`src/rtl/text_pkg.sv`:
```
// Shared definitions for the text overlay: character codes, attribute bit,
// controller states and a small window-range helper.
package text_pkg;

   localparam logic [6:0] CH_BLANK  = 7'h00;
   localparam logic [6:0] CH_SPACE  = 7'h20;
   localparam int         BLINK_BIT = 7;

   typedef enum logic [0:0] {
      ST_IDLE  = 1'b0,
      ST_CLEAR = 1'b1
   } state_e;

   // Half-open range test on zero-extended 11-bit screen coordinates.
   function automatic logic in_range(input logic [10:0] v,
                                     input logic [10:0] lo,
                                     input logic [10:0] hi);
      return (v >= lo) && (v < hi);
   endfunction

endpackage

```
`src/rtl/font_rom.sv`:
```
// 8x16 glyph ROM with a registered output; address = {ascii[6:0], line[3:0]}.
// Bit 7 of each word is the leftmost pixel. Blank and space draw nothing,
// 'A' is a real glyph, and every other code draws its own code as a bar
// pattern so that distinct characters stay distinguishable on screen.
module font_rom
   import text_pkg::*;
(
   input  logic        clk,
   input  logic [10:0] addr_i,
   output logic [7:0]  data_o
);

   logic [7:0] glyph_s;
   logic [7:0] data_q;

   // Glyph lookup for the addressed character line.
   always_comb begin
      glyph_s = 8'h00;
      case (addr_i[10:4])
         CH_BLANK, CH_SPACE: glyph_s = 8'h00;
         7'h41: begin
            case (addr_i[3:0])
               4'h2:                      glyph_s = 8'h10;
               4'h3:                      glyph_s = 8'h38;
               4'h4:                      glyph_s = 8'h6C;
               4'h5, 4'h6:                glyph_s = 8'hC6;
               4'h7:                      glyph_s = 8'hFE;
               4'h8, 4'h9, 4'hA, 4'hB:    glyph_s = 8'hC6;
               default:                   glyph_s = 8'h00;
            endcase
         end
         default: glyph_s = {addr_i[10:4], 1'b1};
      endcase
   end

   // Synchronous ROM output register.
   always_ff @(posedge clk) begin
      data_q <= glyph_s;
   end

   assign data_o = data_q;

endmodule

```
`src/rtl/text_char_ram.sv`:
```
// Simple dual-port character RAM: one write port, one registered read port.
// A read of the address being written returns the previous contents.
module text_char_ram #(
   parameter int DEPTH = 64,
   parameter int AW    = 6
)(
   input  logic          clk,
   input  logic          we_i,
   input  logic [AW-1:0] waddr_i,
   input  logic [7:0]    wdata_i,
   input  logic [AW-1:0] raddr_i,
   output logic [7:0]    rdata_o
);

   logic [7:0] mem_q [DEPTH];
   logic [7:0] rdata_q;

   // Write port.
   always_ff @(posedge clk) begin
      if (we_i) begin
         mem_q[waddr_i] <= wdata_i;
      end
   end

   // Registered read port (old data on a same-address collision).
   always_ff @(posedge clk) begin
      rdata_q <= mem_q[raddr_i];
   end

   assign rdata_o = rdata_q;

endmodule

```
`src/rtl/text_overlay.sv`:
```
// Text window generator: writable character buffer, clear controller,
// blink frame counter and a 3-stage pixel pipeline around the font ROM.
module text_overlay
   import text_pkg::*;
#(
   parameter int         COLS       = 16,
   parameter int         ROWS       = 4,
   parameter int         SCALE_LOG2 = 0,
   parameter int         X0         = 256,
   parameter int         Y0         = 128,
   parameter logic [2:0] FG_RGB     = 3'b001,
   parameter logic [2:0] BG_RGB     = 3'b110,
   parameter int         BLINK_LOG2 = 5,
   localparam int        DEPTH      = COLS * ROWS,
   localparam int        AW         = $clog2(DEPTH)
)(
   input  logic          clk,
   input  logic          reset_n,
   input  logic [9:0]    pix_x,
   input  logic [9:0]    pix_y,
   input  logic          frame_tick,
   input  logic          clr_req,
   input  logic          wr_valid,
   output logic          wr_ready,
   input  logic          wr_mode,
   input  logic [AW-1:0] wr_addr,
   input  logic [7:0]    wr_char,
   output logic          busy,
   output logic          text_on,
   output logic [2:0]    text_rgb
);

   localparam int              CW   = $clog2(COLS);
   localparam int              RW   = $clog2(ROWS);
   localparam logic [10:0]     X_LO = 11'(X0);
   localparam logic [10:0]     X_HI = 11'(X0 + ((COLS * 8) << SCALE_LOG2));
   localparam logic [10:0]     Y_LO = 11'(Y0);
   localparam logic [10:0]     Y_HI = 11'(Y0 + ((ROWS * 16) << SCALE_LOG2));
   localparam logic [AW-1:0]   LAST = AW'(DEPTH - 1);

   // Successor address in the buffer, wrapping after the last cell.
   function automatic logic [AW-1:0] next_addr(input logic [AW-1:0] a);
      return (a == LAST) ? {AW{1'b0}} : a + {{(AW-1){1'b0}}, 1'b1};
   endfunction

   // ---------------- control state ----------------
   state_e                state_q;
   logic [AW-1:0]         clr_addr_q;
   logic [AW-1:0]         cursor_q;
   logic                  busy_q;
   logic [BLINK_LOG2-1:0] frame_q;

   logic                  wr_fire_s;
   logic                  addr_ok_s;
   logic                  ram_we_s;
   logic [AW-1:0]         ram_waddr_s;
   logic [7:0]            ram_wdata_s;

   assign wr_ready  = (state_q == ST_IDLE) & ~clr_req;
   assign wr_fire_s = wr_valid & wr_ready;
   assign addr_ok_s = (32'(wr_addr) < 32'(DEPTH));
   assign busy      = busy_q;

   // RAM write port: the clear sweep owns it while clearing, else host writes.
   always_comb begin
      ram_we_s    = 1'b0;
      ram_waddr_s = clr_addr_q;
      ram_wdata_s = 8'h00;
      if (state_q == ST_CLEAR) begin
         ram_we_s = 1'b1;
      end else if (wr_fire_s) begin
         ram_we_s    = wr_mode | addr_ok_s;
         ram_waddr_s = wr_mode ? cursor_q : wr_addr;
         ram_wdata_s = wr_char;
      end else begin
         ram_we_s = 1'b0;
      end
   end

   // Clear controller and write cursor.
   always_ff @(posedge clk or negedge reset_n) begin
      if (!reset_n) begin
         state_q    <= ST_CLEAR;
         clr_addr_q <= {AW{1'b0}};
         cursor_q   <= {AW{1'b0}};
         busy_q     <= 1'b1;
      end else begin
         case (state_q)
            ST_IDLE: begin
               if (clr_req) begin
                  state_q    <= ST_CLEAR;
                  clr_addr_q <= {AW{1'b0}};
                  cursor_q   <= {AW{1'b0}};
                  busy_q     <= 1'b1;
               end else if (wr_fire_s) begin
                  if (wr_mode) begin
                     cursor_q <= next_addr(cursor_q);
                  end else if (addr_ok_s) begin
                     cursor_q <= next_addr(wr_addr);
                  end
               end
            end
            ST_CLEAR: begin
               if (clr_addr_q == LAST) begin
                  state_q    <= ST_IDLE;
                  clr_addr_q <= {AW{1'b0}};
                  busy_q     <= 1'b0;
               end else begin
                  clr_addr_q <= clr_addr_q + {{(AW-1){1'b0}}, 1'b1};
               end
            end
            default: begin
               state_q    <= ST_CLEAR;
               clr_addr_q <= {AW{1'b0}};
               cursor_q   <= {AW{1'b0}};
               busy_q     <= 1'b1;
            end
         endcase
      end
   end

   // Free-running frame counter; its MSB is the blink phase.
   always_ff @(posedge clk or negedge reset_n) begin
      if (!reset_n) begin
         frame_q <= {BLINK_LOG2{1'b0}};
      end else if (frame_tick) begin
         frame_q <= frame_q + {{(BLINK_LOG2-1){1'b0}}, 1'b1};
      end
   end

   // ---------------- pixel pipeline ----------------
   logic          hit_s;
   logic [CW-1:0] col_s;
   logic [RW-1:0] row_s;
   logic [2:0]    bit_s;
   logic [3:0]    line_s;
   logic [AW-1:0] raddr_s;
   logic [7:0]    ram_rdata_s;
   logic [7:0]    font_word_s;
   logic          font_bit_s;
   logic          pix_fg_s;
   logic [2:0]    rgb_d;

   logic          hit0_q, hit1_q;
   logic [3:0]    line0_q;
   logic [2:0]    bit0_q, bit1_q;
   logic          blink1_q;
   logic          text_on_q;
   logic [2:0]    text_rgb_q;

   assign hit_s   = in_range({1'b0, pix_x}, X_LO, X_HI) &
                    in_range({1'b0, pix_y}, Y_LO, Y_HI);
   assign col_s   = CW'((pix_x - 10'(X0)) >> (3 + SCALE_LOG2));
   assign row_s   = RW'((pix_y - 10'(Y0)) >> (4 + SCALE_LOG2));
   assign bit_s   = 3'((pix_x - 10'(X0)) >> SCALE_LOG2);
   assign line_s  = 4'((pix_y - 10'(Y0)) >> SCALE_LOG2);
   assign raddr_s = {row_s, col_s};

   text_char_ram #(
      .DEPTH (DEPTH),
      .AW    (AW)
   ) u_ram (
      .clk     (clk),
      .we_i    (ram_we_s),
      .waddr_i (ram_waddr_s),
      .wdata_i (ram_wdata_s),
      .raddr_i (raddr_s),
      .rdata_o (ram_rdata_s)
   );

   font_rom u_font (
      .clk    (clk),
      .addr_i ({ram_rdata_s[6:0], line0_q}),
      .data_o (font_word_s)
   );

   assign font_bit_s = font_word_s[~bit1_q];

   // Final colour decision; blinking glyphs vanish in the high blink phase.
   always_comb begin
      pix_fg_s = hit1_q & font_bit_s & ~(blink1_q & frame_q[BLINK_LOG2-1]);
      if (pix_fg_s) begin
         rgb_d = FG_RGB;
      end else begin
         rgb_d = BG_RGB;
      end
   end

   // Pipeline registers: S0 beside the RAM read, S1 beside the ROM, S2 outputs.
   always_ff @(posedge clk or negedge reset_n) begin
      if (!reset_n) begin
         hit0_q     <= 1'b0;
         line0_q    <= 4'h0;
         bit0_q     <= 3'h0;
         hit1_q     <= 1'b0;
         bit1_q     <= 3'h0;
         blink1_q   <= 1'b0;
         text_on_q  <= 1'b0;
         text_rgb_q <= BG_RGB;
      end else begin
         hit0_q     <= hit_s;
         line0_q    <= line_s;
         bit0_q     <= bit_s;
         hit1_q     <= hit0_q;
         bit1_q     <= bit0_q;
         blink1_q   <= ram_rdata_s[BLINK_BIT];
         text_on_q  <= hit1_q;
         text_rgb_q <= rgb_d;
      end
   end

   assign text_on  = text_on_q;
   assign text_rgb = text_rgb_q;

endmodule

```
`config.mk`:
```
export PLATFORM = sky130hd
export DESIGN_NAME = text_overlay
export DESIGN_NICKNAME = d
export VERILOG_FILES = /design/src/rtl/text_pkg.sv /design/src/rtl/font_rom.sv /design/src/rtl/text_char_ram.sv /design/src/rtl/text_overlay.sv
export SDC_FILE = /design/constraint.sdc
export NUM_CORES = 1
export LEC_CHECK = 0
export BUFFER_PORTS_ARGS = -buffer_cell sky130_fd_sc_hd__clkbuf_2
export CAP_MARGIN = 20
export CORE_MARGIN = 3
export CORE_UTILIZATION = 46
export DETAILED_ROUTE_END_ITERATION = 16
export HOLD_SLACK_MARGIN = 0.05
export PLACE_DENSITY = 0.72
export SYNTH_ARGS = -nofsm -noshare
export SYNTH_HDL_FRONTEND = slang
export SYNTH_SLANG_ARGS = --single-unit
```
`constraint.sdc`:
```
create_clock -name clk -period 7.5 [get_ports clk]
set_input_delay 0.75 -clock clk [delete_from_list [all_inputs] [get_ports clk]]
set_output_delay 0.75 -clock clk [all_outputs]
set_load 0.03 [all_outputs]
```
==> key figures <==
Status
  – Status: finished, final reports clean

STA
  – Setup Total Neg Slack: 0 ps
  – Final hold vios: 0
  – Worst Tran Pin Value: 1090 ps
  – Final period util: between 40% and 50%
  – Max Slew Vio Count: 0
  – Slew Limit Headroom: 27.4%
  – RSZ-0062 raised after global routing: no
  – Tmin final: roughly 3200 ps
  – Fmax: approximately 310 MHz
  – Worst Skew: approximately 15 ps
  – Setup violators final: 0

Global route
  – First-pass GRT wire length: 76,200 um
  – Largest net degree at the start of global routing: between 90 and 100
  – All-Layer GR Usage: 20.2%
  – Vias in the first global route: between 10,000 and 15,000
  – Initial antenna violation count: 1
  – Remaining global-route overflow: 0

CTS
  – H-tree Lvls: 2
  – Post-CTS Resized: 0
  – Post-CTS setup buffer count: 0
  – # clock sinks: 563
  – CTS root buffer: clkbuf_16
  – Hold buffers post-CTS: 0
  – CTS clock-pin slew for the worst setup and hold paths: roughly 60 ps
  – Clk_lat worst skew: approximately 600 ps
  – Number of CTS-inserted buffers: between 50 and 60
  – CTS tree: yes
  – Clock buffer depth: 3

Route
  – Metal2 WL: 23,900 um
  – DRC Markers: 0
  – Met3 WL: roughly 4800 um
  – Highest layer used for signal routing: met5
  – Wire per inst: about 27 um
  – Total number of vias: roughly 12,000
  – Detail Route Antenna Nets: 0
  – DRT met1 WL: 20,900 um
  – DR pass1 iterations: 5
  – Routed vias/inst: between 6 and 7
  – WL final: approximately 51,000 um
  – Starting DRT DRC Count: between 1,000 and 1,500

Synthesis
  – Top cell type by total area after synthesis: edfxtp_1
  – Prevailing post-synth register cell: edfxtp_1
  – Seq/Total Area, Yosys: approximately 74%
  – Ranking of synthesized cells by area: edfxtp_1 69%, mux4_2 11%, dfrtp_1 3.6%
  – Synthesized instance count: around 1,200
  – Syn Nets: 1,230
  – Asr flop ratio synth: slightly above 6%
  – Synth Register Bits: between 500 and 600
  – Syn avg cell area: about 19 um^2
  – Area share of the largest cell type after synthesis: between 60% and 70%
  – Netlist cell types: between 60 and 70
  – Synthesized area: about 22,000 um^2
  – Ys Warns: 0
  – Post-synth EDFFs: between 500 and 600

Setup path
  – R2R depth: 5
  – Startpoint Class: register
  – Worst EP required: just under 8000 ps
  – Worst EP arrival: approximately 3400 ps
  – R2r startpoint: state_q
  – WS Path Type: reg -> reg
  – Crit end category: register
  – Worst Setup SP: state_q
  – Worst Path Max Fanout: 15

Floorplanning
  – Height of the die: about 230 um
  – Starting density of the core: approximately 47%
  – Die ar.: 51,400 um^2
  – IO Pins: 46
  – Core area: around 48,000 um^2
  – Die Width: 227 um
  – Num rows: 80

Finish
  – Layout cells sized above 1: roughly 22%
  – Area Overhead vs Synth: 10.7%
  – # nets final: approximately 1,300
  – Post-route cell area: ~25,000 um^2
  – Antenna Cells: 0

Power
  – Static leakage: between 8 and 9 nW
  – Cell Pwr Density: between 200 and 300 nW/um^2
  – Max VDD drop: between 0.15 and 0.2 mV

Hold path
  – Worst Hold Class: in -> async

Placement
  – Placed Area: around 23,000 um^2
  – Routability Congestion: between 0.8 and 0.9
  – IO Port Bufs: between 40 and 50
  – HPWL Detailed: slightly above 30,000 um

Flow run
  – Max_cap viols: 0
path summary, 6_finish.rpt:
path                                      end  slack (ps)
min reg2reg                         bit1_q[2]         350
min                               cursor_q[3]         250
max in group asynchronous           bit0_q[1]        6740
min in group clk                   line0_q[2]         270
max reg2reg                u_ram.mem_q[54][2]        4300
max                        u_ram.mem_q[54][2]        4300
power by group:
part           switching, W  total [W]  internal, W  leakage (nW)
combinational      0.000425   0.000642     0.000217          2.00
sequential        0.0000918    0.00367      0.00358          5.36
clock               0.00113    0.00260      0.00147         0.828
total               0.00165    0.00691      0.00526          8.19
cell families (layout without fill, tap and decap cells):
| family | after synthesis | after routing | share of synthesized area, % |
|---|---|---|---|
| buffers and inverters | 69 | 166 | 2.01 |
| AND/OR/NAND/NOR | 228 | 228 | 4.80 |
| AO/OA/AOI/OAI | 144 | 144 | 4.61 |
| XOR/XNOR | 10 | 10 | 0.391 |
| multiplexers | 164 | 164 | 13.9 |
| adder cells (fa/ha/maj) | 6 | 6 | 0.335 |
| flip-flops | 563 | 563 | 74.0 |
registers in the layout (all words and copies together) (netlist names), 3 cells and up:
name and cells:
bit0_q 3, bit1_q 3, clr_addr_q 6, cursor_q 6, frame_q 5, line0_q 4
u_font.data_o 8, u_ram.mem_q 512, u_ram.rdata_o 8
synth_stat cells, types with 6 or more instances:
master and number:
clkbuf_1 20, mux4_2 114, a21oi_1 14, nand2_1 49, ha_1 6, dfxtp_1 16
buf_6 8, nand3_1 16, o31ai_1 10, and2_1 12, mux2_2 17, dfrtp_1 32
inv_1 8, a2111oi_0 7, nor2b_1 27, buf_2 17, a22oi_1 13, mux2i_1 32
o221ai_1 8, nand2b_1 8, o22ai_1 14, a211oi_1 14, nor2_1 85, a22o_1 11
o21ai_0 24, edfxtp_1 512, nor3_1 9, buf_4 9
through the flow:
stage / instances / util, % / hold WS [ps] / setup slack (ps) / power, W
after global routing: 1896 / 51.7 / 244 / 4170 / 0.00713
after CTS: 1896 / 51.7 / 240 / 4290 / 0.00693
after floorplan: 1184 / - / 316 / 4640 / 0.00412
final: 1896 / 51.7 / 251 / 4300 / 0.00691
after detailed placement: 1798 / 48.2 / 342 / 3760 / 0.00436
after global placement: 1798 / 48.2 / 339 / 3840 / 0.00435
final cells by class:
| cell class | count | area (um^2) |
|---|---|---|
| sequential | 563 | 16600 |
| clock inverter | 28 | 190 |
| clock buffer | 70 | 1500 |
| inverter | 8 | 30.0 |
| fill | 3666 | 23100 |
| timing repair buffer | 60 | 350 |
| tap | 615 | 769 |
| multi-input combinational | 552 | 5390 |
layer usage:
layer | GRT usage [%] | vias up
li1 | - | 4926
met5 | 0 | -
met3 | 4.26 | 106
met4 | 6.78 | 2
met1 | 29.0 | 6032
met2 | 31.0 | 642
layout by cell type (no fill, tap or decap), types with 9 or more instances in the layout:
master and instances:
a211oi_1 14, a21oi_1 14, a22o_1 11, a22oi_1 13, buf_4 15, clkbuf_1 11
clkbuf_16 57, clkbuf_2 43, clkinv_1 9, clkinv_2 13, dfrtp_1 32, dfxtp_1 16
edfxtp_1 512, mux2_2 17, mux2i_1 32, mux4_2 114, nand2_1 49, nand3_1 16
nor2_1 85, nor2b_1 27, nor3_1 9, o21ai_0 24, o22ai_1 14, o31ai_1 10
worst max-delay path: stages (launching register included):
cell,delay [ps]
dfstp_2,440
or3b_1,590
nor2_1,310
a21o_1,190
nand2_1,400
nor2_1,880
Power figures use the tool's default switching activity.
